<file path="config.mk">
export PLATFORM = sky130hd
export DESIGN_NAME = scan_chain_ctrl
export DESIGN_NICKNAME = d
export VERILOG_FILES = /design/src/rtl/scan_ctrl_pkg.sv /design/src/rtl/scan_shift_counter.sv /design/src/rtl/scan_chain_ctrl.sv
export SDC_FILE = /design/constraint.sdc
export NUM_CORES = 1
export LEC_CHECK = 0
export BUFFER_PORTS_ARGS = -buffer_cell sky130_fd_sc_hd__buf_2
export CELL_PAD_IN_SITES_DETAIL_PLACEMENT = 1
export CELL_PAD_IN_SITES_GLOBAL_PLACEMENT = 1
export CORE_ASPECT_RATIO = 0.5
export CORE_MARGIN = 1
export CORE_UTILIZATION = 45
export DETAILED_ROUTE_END_ITERATION = 10
export GPL_TIMING_DRIVEN = 0
export HOLD_SLACK_MARGIN = 0.08
export MAX_ROUTING_LAYER = met4
export PLACE_DENSITY_LB_ADDON = 0.08
export SYNTH_ARGS = -nofsm -noshare
export SYNTH_HDL_FRONTEND = slang
export SYNTH_HIERARCHICAL = 1
export SYNTH_SLANG_ARGS = --single-unit
export TNS_END_PERCENT = 1
</file>
<file path="constraint.sdc">
create_clock -name CLK -period 4.2 [get_ports CLK]
set_input_delay 0.42 -clock CLK [delete_from_list [all_inputs] [get_ports CLK]]
set_output_delay 0.42 -clock CLK [all_outputs]
set_load 0.01 [all_outputs]
</file>
<file path="src/rtl/scan_ctrl_pkg.sv">
// Shared types and limits for the scan chain controller.
// The state encoding is used by the controller FSM in scan_chain_ctrl.
package scan_ctrl_pkg;

    localparam int MAX_CHAIN_LEN = 256;

    typedef enum logic [1:0] {
        IDLE    = 2'd0,
        SHIFT   = 2'd1,
        CAPTURE = 2'd2,
        DONE    = 2'd3
    } scan_state_t;

endpackage

</file>
<file path="src/rtl/scan_shift_counter.sv">
// Shift position counter for the scan controller.
// It saturates at CHAIN_LEN-1, so the bit index it reports always stays inside the chain.
module scan_shift_counter #(
    parameter int CHAIN_LEN = 16,
    parameter int CNT_W     = 8,
    parameter int IDX_W     = 4
) (
    input  logic             CLK,
    input  logic             RSTB,
    input  logic             clr,
    input  logic             en,
    output logic [IDX_W-1:0] idx,
    output logic [IDX_W-1:0] next_idx,
    output logic             last
);

    localparam logic [CNT_W-1:0] LAST_CNT = CNT_W'(CHAIN_LEN - 1);

    logic [CNT_W-1:0] cnt_q;
    logic [CNT_W-1:0] cnt_d;

    always_comb begin
        cnt_d = cnt_q;
        if (clr) begin
            cnt_d = '0;
        end else if (en && (cnt_q != LAST_CNT)) begin
            cnt_d = cnt_q + CNT_W'(1);
        end
    end

    always_ff @(posedge CLK or negedge RSTB) begin
        if (!RSTB) begin
            cnt_q <= '0;
        end else begin
            cnt_q <= cnt_d;
        end
    end

    assign last     = (cnt_q == LAST_CNT);
    assign idx      = cnt_q[IDX_W-1:0];
    assign next_idx = cnt_d[IDX_W-1:0];

endmodule

</file>
<file path="src/rtl/scan_chain_ctrl.sv">
// Scan chain sequencer: shifts a pattern into the chain, optionally pulses one
// capture cycle, and returns the bits shifted out as a parallel word.
module scan_chain_ctrl
    import scan_ctrl_pkg::*;
#(
    parameter int CHAIN_LEN = 16,
    parameter int CNT_W     = 8
) (
    input  logic                 CLK,
    input  logic                 RSTB,
    input  logic                 start,
    input  logic                 capture_req,
    input  logic [CHAIN_LEN-1:0] load_data,
    output logic                 busy,
    output logic                 done,
    output logic [CHAIN_LEN-1:0] unload_data,
    output logic                 scan_en,
    output logic                 scan_in,
    output logic                 cap_en,
    input  logic                 scan_out
);

    localparam int IDX_W = $clog2(CHAIN_LEN);

    scan_state_t          state_q, state_d;
    logic [CHAIN_LEN-1:0] pat_q, pat_d;
    logic                 cap_q, cap_d;
    logic [CHAIN_LEN-1:0] unload_q, unload_d;
    logic [CHAIN_LEN-1:0] unload_data_q, unload_data_d;
    logic                 busy_q, busy_d;
    logic                 done_q, done_d;
    logic                 scan_en_q, scan_en_d;
    logic                 scan_in_q, scan_in_d;
    logic                 cap_en_q, cap_en_d;

    logic                 cnt_clr;
    logic                 cnt_en;
    logic [IDX_W-1:0]     cnt_idx;
    logic [IDX_W-1:0]     cnt_next_idx;
    logic                 cnt_last;

    scan_shift_counter #(
        .CHAIN_LEN (CHAIN_LEN),
        .CNT_W     (CNT_W),
        .IDX_W     (IDX_W)
    ) u_cnt (
        .CLK      (CLK),
        .RSTB     (RSTB),
        .clr      (cnt_clr),
        .en       (cnt_en),
        .idx      (cnt_idx),
        .next_idx (cnt_next_idx),
        .last     (cnt_last)
    );

    always_comb begin
        state_d  = state_q;
        pat_d    = pat_q;
        cap_d    = cap_q;
        unload_d = unload_q;
        cnt_clr  = 1'b0;
        cnt_en   = 1'b0;

        case (state_q)
            IDLE: begin
                if (start) begin
                    pat_d   = load_data;
                    cap_d   = capture_req;
                    cnt_clr = 1'b1;
                    state_d = SHIFT;
                end
            end
            SHIFT: begin
                unload_d[cnt_idx] = scan_out;
                if (cnt_last) begin
                    state_d = cap_q ? CAPTURE : DONE;
                end else begin
                    cnt_en = 1'b1;
                end
            end
            CAPTURE: begin
                state_d = DONE;
            end
            DONE: begin
                state_d = IDLE;
            end
            default: begin
                state_d = IDLE;
            end
        endcase
    end

    // Outputs are decoded from the next state so the registered pins line up with the state itself.
    always_comb begin
        busy_d        = (state_d != IDLE);
        done_d        = (state_d == DONE);
        scan_en_d     = (state_d == SHIFT);
        cap_en_d      = (state_d == CAPTURE);
        scan_in_d     = (state_d == SHIFT) ? pat_d[cnt_next_idx] : 1'b0;
        unload_data_d = (state_d == DONE) ? unload_d : unload_data_q;
    end

    always_ff @(posedge CLK or negedge RSTB) begin
        if (!RSTB) begin
            state_q       <= IDLE;
            pat_q         <= '0;
            cap_q         <= 1'b0;
            unload_q      <= '0;
            unload_data_q <= '0;
            busy_q        <= 1'b0;
            done_q        <= 1'b0;
            scan_en_q     <= 1'b0;
            scan_in_q     <= 1'b0;
            cap_en_q      <= 1'b0;
        end else begin
            state_q       <= state_d;
            pat_q         <= pat_d;
            cap_q         <= cap_d;
            unload_q      <= unload_d;
            unload_data_q <= unload_data_d;
            busy_q        <= busy_d;
            done_q        <= done_d;
            scan_en_q     <= scan_en_d;
            scan_in_q     <= scan_in_d;
            cap_en_q      <= cap_en_d;
        end
    end

    assign busy        = busy_q;
    assign done        = done_q;
    assign unload_data = unload_data_q;
    assign scan_en     = scan_en_q;
    assign scan_in     = scan_in_q;
    assign cap_en      = cap_en_q;

endmodule

</file>
* Word level (Yosys, flattened, before mapping)
Index checks and enable logic that the tools add are counted.
** Storage, ports and cells
- Flip-flop bits (word level) :: 64
- Output and inout port bits :: 21
** Operators by class
- Add/subtract/negate cells :: 1
- Magnitude comparators :: 3
- Equality and inequality tests :: 8
- Muxes and demuxes :: 19
- Reduce and logical (&&, ||, !) cells :: 6
** Operator list (count)
- 16-bit 2-to-1 mux :: 3
- 16-bit bitwise mux :: 1
- 8-bit 2-to-1 mux :: 2
- 4-bit by 5-bit less-than comparator with 1-bit output, second input constant :: 2
- 8-bit by 1-bit adder with 8-bit output, second input constant :: 1
- 2-bit == test, second input constant :: 4
- 8-bit by 4-bit == test with 1-bit output, second input constant :: 1
- 1-bit 2-to-1 mux :: 8
- 8-bit by 4-bit inequality test with 1-bit output, second input constant :: 1
- 2-bit case mux with 4 select lines :: 1
- 1-bit binary-select mux with 4-bit select :: 1
- 1-bit demux with 4-bit select :: 1
- 2-bit by 1-bit == test with 1-bit output, second input constant :: 2
- 4-bit by 1-bit >= comparator with 1-bit output, second input constant :: 1
- 2-bit 2-to-1 mux :: 2
- 2-bit nonzero test :: 2
- 1-bit logical AND :: 2
- 2-bit logical NOT :: 1
- 2-bit AND reduction :: 1

* Logic depth before layout (Yosys ltp)
Gate-level depths: netlist of the first run.
- Depth in word-level cells :: 9
- Gate-level depth with buffers :: 15
- Depth with buffers taken out :: 12

* By module
The synthesis of the first run kept the hierarchy.
** By module, submodules not included
- scan_chain_ctrl :: times used 1, cells an instance 190, area an instance 2560.0 um^2
- scan_shift_counter :: times used 1, cells an instance 54, area an instance 521.8 um^2

* Worst setup path after synthesis of the first run
No wires, ideal clock.
- Path type :: register to register
- From :: reg state_q[0]
- To :: reg scan_in_q (netlist: scan_in)
- Data arrival time :: 2.999 ns
- Data required time :: 4.104 ns
- Slack :: 1.105 ns
- Cell stages (with the launch flop) :: 15
- Clock period less this slack :: 3.095 ns
- Cell sequence :: dfrtp_1 buf_2 nor3b_4 buf_2 buf_4 buf_1 a211oi_1 buf_4 buf_6 buf_12 mux2i_1 mux4_2 nand3b_1 nand2_1 nor4_2
** Between the ends
- Elaborated cells on any way between the ends :: 17
- Classes of those cells :: 4 x eq/ne; 11 x mux; 2 x reduce/logical
** RTL lines
- start: declaration :: RTL line scan_chain_ctrl.sv:25 : scan_state_t state_q, state_d;
- start signal: assignment :: RTL line scan_chain_ctrl.sv:116 : state_q <= state_d;
- 2-bit logical NOT :: RTL line scan_chain_ctrl.sv:64 : case (state_q)
- 1-bit 2-to-1 mux :: RTL line scan_chain_ctrl.sv:64
- via cnt_clr :: RTL line scan_chain_ctrl.sv:36 : logic cnt_clr;
- 8-bit 2-to-1 mux :: RTL line scan_shift_counter.sv:24 : if (clr) begin
- via u_cnt.cnt_d[2] :: RTL line scan_shift_counter.sv:20 : logic [CNT_W-1:0] cnt_d;
- 1-bit binary-select mux with 4-bit select :: RTL line scan_chain_ctrl.sv:99 : scan_in_d = (state_d == SHIFT) ? pat_d[cnt_next_idx] : 1'b0;
- 1-bit 2-to-1 mux (not written as such) :: RTL line scan_chain_ctrl.sv:99
- 1-bit 2-to-1 mux :: RTL line scan_chain_ctrl.sv:99
- via scan_in_d :: RTL line scan_chain_ctrl.sv:33 : logic scan_in_q, scan_in_d;
- end signal: assignment :: RTL line scan_chain_ctrl.sv:124 : scan_in_q <= scan_in_d;
- end: declaration :: RTL line scan_chain_ctrl.sv:33
The timed path passes the listed nets, and every way through them passes these cells. The select of a mux whose other input is x is not followed.
A chain may end at the register's enable or synchronous reset.

* Final worst setup path of the first run
Same ends and word-level chain as after synthesis.

==> results of run 1 <==
-- layout by cell type (no fill, tap or decap), drive strengths merged --
cell,netlist,layout
o21ai,4,4
nor3,4,4
a21o,1,1
dfrtp,64,64
ha,1,1
a21boi,1,1
and4b,1,1
a211oi,8,8
bufinv,0,2
clkinv,0,5
nor2b,6,6
nor3b,5,5
buf,15,57
nor4,1,1
clkbuf,3,12
mux4,2,2
mux2i,12,12
or3,4,4
nand3,6,6
nand3b,2,2
o31ai,1,1
nand2b,3,3
mux2,50,50
nor2,10,10
nand4,4,4
inv,5,5
a21oi,9,9
a311oi,1,1
and2,3,3
o21a,1,1
nand2,17,17
-- through the flow --
stage	util [%]	instance area, sq um	worst slack [ps]
2_1_floorplan	-	3082	1105
3_5_place_dp	53.97	3417	528.5
6_report	59.05	3739	560.7
3_3_place_gp	53.66	3397	542.9
5_1_grt	59.05	3739	308.7
4_1_cts	59.05	3739	508.6
-- layer usage --
metal	track usage (%)	share of wire, %
met3	6.203	3.9
met1	24.52	46
met2	35.05	49
met4	8.137	1.5
met5	-	0
-- layout make-up --
cell class              instances  area, sq um  area share (%)
clock inverters                 7        96.34           2.577
well taps                      88        110.1           2.945
clock buffers                   9        225.2           6.024
inverters                       5        18.77          0.5020
repair buffers                 42        225.2           6.024
flip-flops and latches         64         1602           42.84
plain buffers                  18        135.1           3.614
multi-input cells             157         1326           35.48
-- worst paths after layout --
check                           slack (ps)  cells past startpoint                    endpoint                        from
worst max-delay path                   560                     14           scan_in$_DFF_PN0_        state_q[0]$_DFF_PN0_
worst min-delay path                   120                      1              done$_DFF_PN0_                        RSTB
worst max register to register         560                     14           scan_in$_DFF_PN0_        state_q[0]$_DFF_PN0_
worst min register to register         480                      1  unload_data[9]$_DFFE_PN0N_  unload_data[9]$_DFFE_PN0N_
max in group asynchronous             3460                      2         pat_q[10]$_DFF_PN0_                        RSTB
min in group CLK                       330                      2           cap_q$_DFFE_PN0P_                 capture_req
-- power by group --
group          switching [W]  internal (W)  leakage [nW]
clock network       0.000269      0.000519         0.159
logic               0.000776      0.000803         0.762
registers           0.000171      0.000919         0.770
total                0.00122       0.00224          1.69
-- sequential cells by signal, summed over array words and instances, names as in the netlist --
name,count
unload_data,16
cap_en,1
u_cnt/cnt_q,8
unload_q,16
scan_in,1
busy,1
pat_q,16
state_q,2
scan_en,1
done,1
cap_q,1
-- cell families after synthesis --
kind of cell	after synthesis
buffers and inverters	23
multiplexers	64
AND/OR/NAND/NOR	66
adder cells (fa/ha/maj)	1
flip-flops	64
AO/OA/AOI/OAI	26
==> qor.yml, run 1 <==
clock_network:
  cts.sinks: 64
  ctsResizeCount: 0
  cts_buffer_depth: 2
  postCtsSetupBuffers: 0
  cts_tree: "done"
  cts_hold_buf: 0
  clkLatencyLatePin_ps: 330
  cts_root_buffer: "clkbuf_16"
  numCtsBuffers: 9
  clkTransAtPathRegs_ps: 50
  htreeDepth: 3
global_route:
  grt_use_total_pct: 20.99
  grt_pass1_vias: 2202
  grt_pass1_wl_microns: 10930
  grt_max_degree: 37
  grt_overflow: 0
  antenna_found_initial: 0
detailed_routing:
  routed_via_density: 5.267
  drt-total-wl_microns: 6226
  routed-via-count: 2054
  drcViolationCount: 0
  wl_per_cell_microns: 15.96
  dr.first_iter.drc_count: 39
  ant_nets: 0
  first_pass_iters: 4
sta:
  final.setup.tns_ps: 0
  slew_headroom_pct: 56.36
  maxSlewViolCount: 0
  whs_ps: 115.1
  skew_ps: 3.850
  rsz0062_at_grt: "false"
  hold_violations: 0
  tightest_slew_ps: 654.6
  period_minus_slack_ps: 3639
  setup_viol: 0
  period_share_pct: 86.65
  fmax_mhz: 274.8
floorplanning:
  die_w_microns: 119.0
  die_area_sq_um: 7203
  io_pins: 42
  dieHeight_microns: 60.52
  start_util_pct: 48.68
  row_count: 20
  core_sq_um: 6331
yosys:
  syn_nets: 266
  yosysMostFrequentCell: "dfrtp_1"
  ys_warn_count: 6
  seq_area_frac_synth_pct: 51.97
  synthXorXnorAreaFrac_pct: 0
  synth_cell_types: 42
  synth-seq-cells: 64
  synth_compound_area_share_pct: 5.441
  ys_top_cells_by_count: "dfrtp_1, mux2_2, mux2_1"
  post_synth_mux_area_share_pct: 23.75
  synthAdderAreaFrac_pct: 0.4060
  netlist_area_sq_um: 3082
  synth_top_area_share_pct: 51.97
  synthArstFlopShare_pct: 100.0
  synth_edf_count: 0
  synth.largest_area_cell: "dfrtp_1"
  yosys.area_share.simple_pct: 13.44
  avgSynthCellArea_sq_um: 12.63
  synth_top_family_by_area: "multiplexers"
  synthFlopType: "dfrtp_1"
  synth.area.top_cells: "dfrtp_1, mux2_2, mux2_1, mux2i_1, buf_4"
  synth_cells: 244
worst_setup_path:
  crit_required_ps: 4430
  worstPathCellList: "buf_2 -> nor3b_4 -> buf_2 -> buf_4 -> buf_1 -> a211oi_1 -> buf_4 -> buf_6 -> buf_12 -> mux2i_1 -> mux4_2 -> nand3b_1 -> nand2_1 -> nor4_2"
  worst_path_max_delay_cell: "mux4_2"
  max_stage_delay_ps: 480
  cp_num_buf_inv: 7
  worstPathArrival_ps: 3870
  critPathTopFamily: "buffers and inverters"
  path_class: "flip-flop to flip-flop"
  critPathLaunchType: "flip-flop"
  worstSetupEndpointType: "flip-flop"
  cp_max_fo: 10
min_path:
  min_path_type: "input port to async pin"
final_layout:
  fill_cells: 663
  drive_gt1_share_pct: 37.75
  layoutNonFillerInstCount: 390
  n_antenna_cell: 0
  area_growth_pct: 21.32
  fin_nets: 319
power:
  ir_drop_v: 0.0004492
  powerDensity_nw_per_um2: 924.5
  leakage_nw: 1.692
  total_power_w: 0.003456
placement:
  numPortBuffers: 41
  numPlacedInstances: 374
  dp_hpwl_microns: 4340
  place_congestion: 0.7966
outcome:
  run_status: "completed"
flow_run:
  maxCapViolCount: 0
(Power assumes the default switching activity.)
==> inputs of run 2 (changes only) <==
CORE_UTILIZATION = 46   (was 45)
==> qor.yml, run 2 (synthesized netlist as in run 1, its figures left out) <==
floorplanning:
  die_w_microns: 117.8  # was 119.0 microns
  io_pins: 42  # unchanged
  die_area_sq_um: 7050  # was 7203 sq um
  row_count: 20  # unchanged
  core_sq_um: 6256  # was 6331 sq um
  dieHeight_microns: 59.88  # was 60.52 microns
  start_util_pct: 49.26  # was 48.68%
detailed_routing:
  dr.first_iter.drc_count: 44  # was 39
  drt-total-wl_microns: 6330  # was 6226 microns
  wl_per_cell_microns: 16.27  # was 15.96 microns
  drcViolationCount: 0  # unchanged
  routed-via-count: 2033  # was 2054
  routed_via_density: 5.226  # was 5.267
  ant_nets: 0  # unchanged
  first_pass_iters: 4  # unchanged
final_layout:
  n_antenna_cell: 0  # unchanged
  area_growth_pct: 20.63  # was 21.32%
  drive_gt1_share_pct: 37.54  # was 37.75%
  regArea_sq_um: 1602  # unchanged
  mostFrequentLayoutCells: "dfrtp_1, buf_2, mux2_2, mux2_1, nand2_1"  # unchanged
  final_common_cell: "dfrtp_1"  # unchanged
  fill_cells: 666  # was 663
  multiInputGateArea_sq_um: 1326  # unchanged
  fin_nets: 318  # was 319
  fin_area_sq_um: 3717  # was 3739 sq um
clock_network:
  ctsResizeCount: 0  # unchanged
  clkTransAtPathRegs_ps: 60  # was 50 ps
  cts.sinks: 64  # unchanged
  cts_root_buffer: "clkbuf_16"  # unchanged
  postCtsSetupBuffers: 0  # unchanged
  clkLatencyLatePin_ps: 340  # was 330 ps
  numCtsBuffers: 9  # unchanged
  cts_hold_buf: 0  # unchanged
  cts_tree: "done"  # unchanged
  cts_buffer_depth: 2  # unchanged
  htreeDepth: 3  # unchanged
power:
  powerDensity_nw_per_um2: 925.2  # was 924.5 nW/um^2
  clockPowerShare_pct: 22.5  # was 22.8%
  combPwrFrac_pct: 46.0  # was 45.7%
  total_power_w: 0.003439  # was 0.003456 W
  p_sw_share_pct: 35.24  # was 35.18%
  pwr-share-seq_pct: 31.5  # about the same
  p_switching_w: 0.001212  # was 0.001216 W
  leakage_nw: 1.679  # was 1.692 nW
  ir_drop_v: 0.0004216  # was 0.0004492 V
  intPower_w: 0.002227  # was 0.002240 W
placement:
  place_congestion: 0.7901  # was 0.7966
  numPortBuffers: 41  # unchanged
  place_area_sq_um: 3397  # was 3417 sq um
  dp_hpwl_microns: 4189  # was 4340 microns
global_route:
  grt_pass1_vias: 2235  # was 2202
  antenna_found_initial: 0  # unchanged
  grt_use_total_pct: 21.67  # was 20.99%
  grt_pass1_wl_microns: 11040  # was 10930 microns
  grt_max_degree: 65  # was 37
  grt_overflow: 0  # unchanged
worst_setup_path:
  cp_max_fo: 10  # unchanged
  worstSetupEndpointType: "flip-flop"  # unchanged
  worstPathArrival_ps: 3870  # about the same
  worstPathCellList: "buf_2 -> nor3b_4 -> buf_2 -> buf_4 -> buf_1 -> a211oi_1 -> buf_4 -> buf_6 -> buf_12 -> mux2i_1 -> mux4_2 -> nand3b_1 -> nand2_1 -> nor4_2"  # unchanged
  max_stage_delay_ps: 490  # was 480 ps
  crit_required_ps: 4440  # was 4430 ps
  critPathLaunchType: "flip-flop"  # unchanged
  worst_path_max_delay_cell: "nor3b_4"  # was mux4_2
  path_class: "flip-flop to flip-flop"  # unchanged
sta:
  maxSlewViolCount: 0  # unchanged
  final.setup.tns_ps: 0  # unchanged
  hold_violations: 0  # unchanged
  period_share_pct: 86.48  # was 86.65%
  skew_ps: 10.62  # was 3.850 ps
  setup_viol: 0  # unchanged
  rsz0062_at_grt: "false"  # unchanged
  tightest_slew_ps: 807.2  # was 654.6 ps
  period_minus_slack_ps: 3632  # was 3639 ps
  fmax_mhz: 275.3  # was 274.8 MHz
  slew_headroom_pct: 46.19  # was 56.36%
min_path:
  min_path_type: "input port to async pin"  # unchanged
flow_run:
  maxCapViolCount: 0  # unchanged
outcome:
  run_status: "completed"  # unchanged
[run 2: changes by cell type in the layout (fill, tap and decap cells not counted)]
cell,delta
buf_2,-1
bufinv_16,-1
clkinv_4,-2
buf_4,+1
clkinvlp_4,+1
buf_12,-1
clkbuf_8,+3
clkinv_2,-1
[run 2: path summary, 6_finish.rpt]
| path | cells past startpoint | from | slack [ps] | to |
|---|---|---|---|---|
| min | 1 | RSTB | 170 | unload_data[7]$_DFFE_PN0N_ |
| min reg2reg | 1 | unload_data[6]$_DFFE_PN0N_ | 480 | unload_data[6]$_DFFE_PN0N_ |
| max | 14 | state_q[0]$_DFF_PN0_ | 570 | scan_in$_DFF_PN0_ |
| max reg2reg | 14 | state_q[0]$_DFF_PN0_ | 570 | scan_in$_DFF_PN0_ |
| max in group asynchronous | 1 | RSTB | 3490 | pat_q[3]$_DFF_PN0_ |
| min in group CLK | 2 | capture_req | 320 | cap_q$_DFFE_PN0P_ |
[run 2: layer usage]
metal | wire length (microns) | up-vias | global-route usage, % | part of all wire [%]
li1 | - | 968 | - | -
met3 | 283 | 8 | 7.347 | 4.5
met2 | 3105 | 38 | 36.30 | 49
met4 | 60 | 0 | 7.143 | 0.95
met1 | 2881 | 1019 | 25.08 | 46
met5 | 0 | - | - | 0
[run 2: power groups by stage]
stage | Combinational, W | Sequential, W | Clock, W
after floorplan | 0.00119 | 0.00109 | 0
after global placement | 0.00154 | 0.00107 | 0
after detailed placement | 0.00158 | 0.00109 | 0
after CTS | 0.00160 | 0.00109 | 0.000789
after global routing | 0.00175 | 0.00112 | 0.000815
final | 0.00158 | 0.00108 | 0.000775
[run 2: through the flow]
stage / hold slack, ps / utilization (%) / worst slack [ps] / instances
2_1_floorplan: 124.4 / - / 1105 / 244
3_3_place_gp: 463.0 / 54.30 / 565.6 / 373
3_5_place_dp: 469.1 / 54.30 / 528.3 / 373
4_1_cts: 313.5 / 59.38 / 510.8 / 389
5_1_grt: 258.3 / 59.42 / 291.7 / 389
6_report: 167.4 / 59.42 / 567.9 / 389
[run 2: worst max-delay path, delay by kind of cell, from the launching register on]
family	cells	cell delay, ps
buffers and inverters	7	1580
AO/OA/AOI/OAI	1	110
multiplexers	2	590
flip-flops	1	350
AND/OR/NAND/NOR	4	910
[run 2: final cells by class]
| type | count | area share [%] |
|---|---|---|
| Buffer | 18 | 3.635 |
| Clock buffer | 12 | 7.169 |
| Clock inverter | 4 | 1.380 |
| Inverter | 5 | 0.5049 |
| Multi-Input combinational cell | 157 | 35.68 |
| Sequential cell | 64 | 43.08 |
| Tap cell | 88 | 2.962 |
| Timing Repair Buffer | 41 | 5.587 |
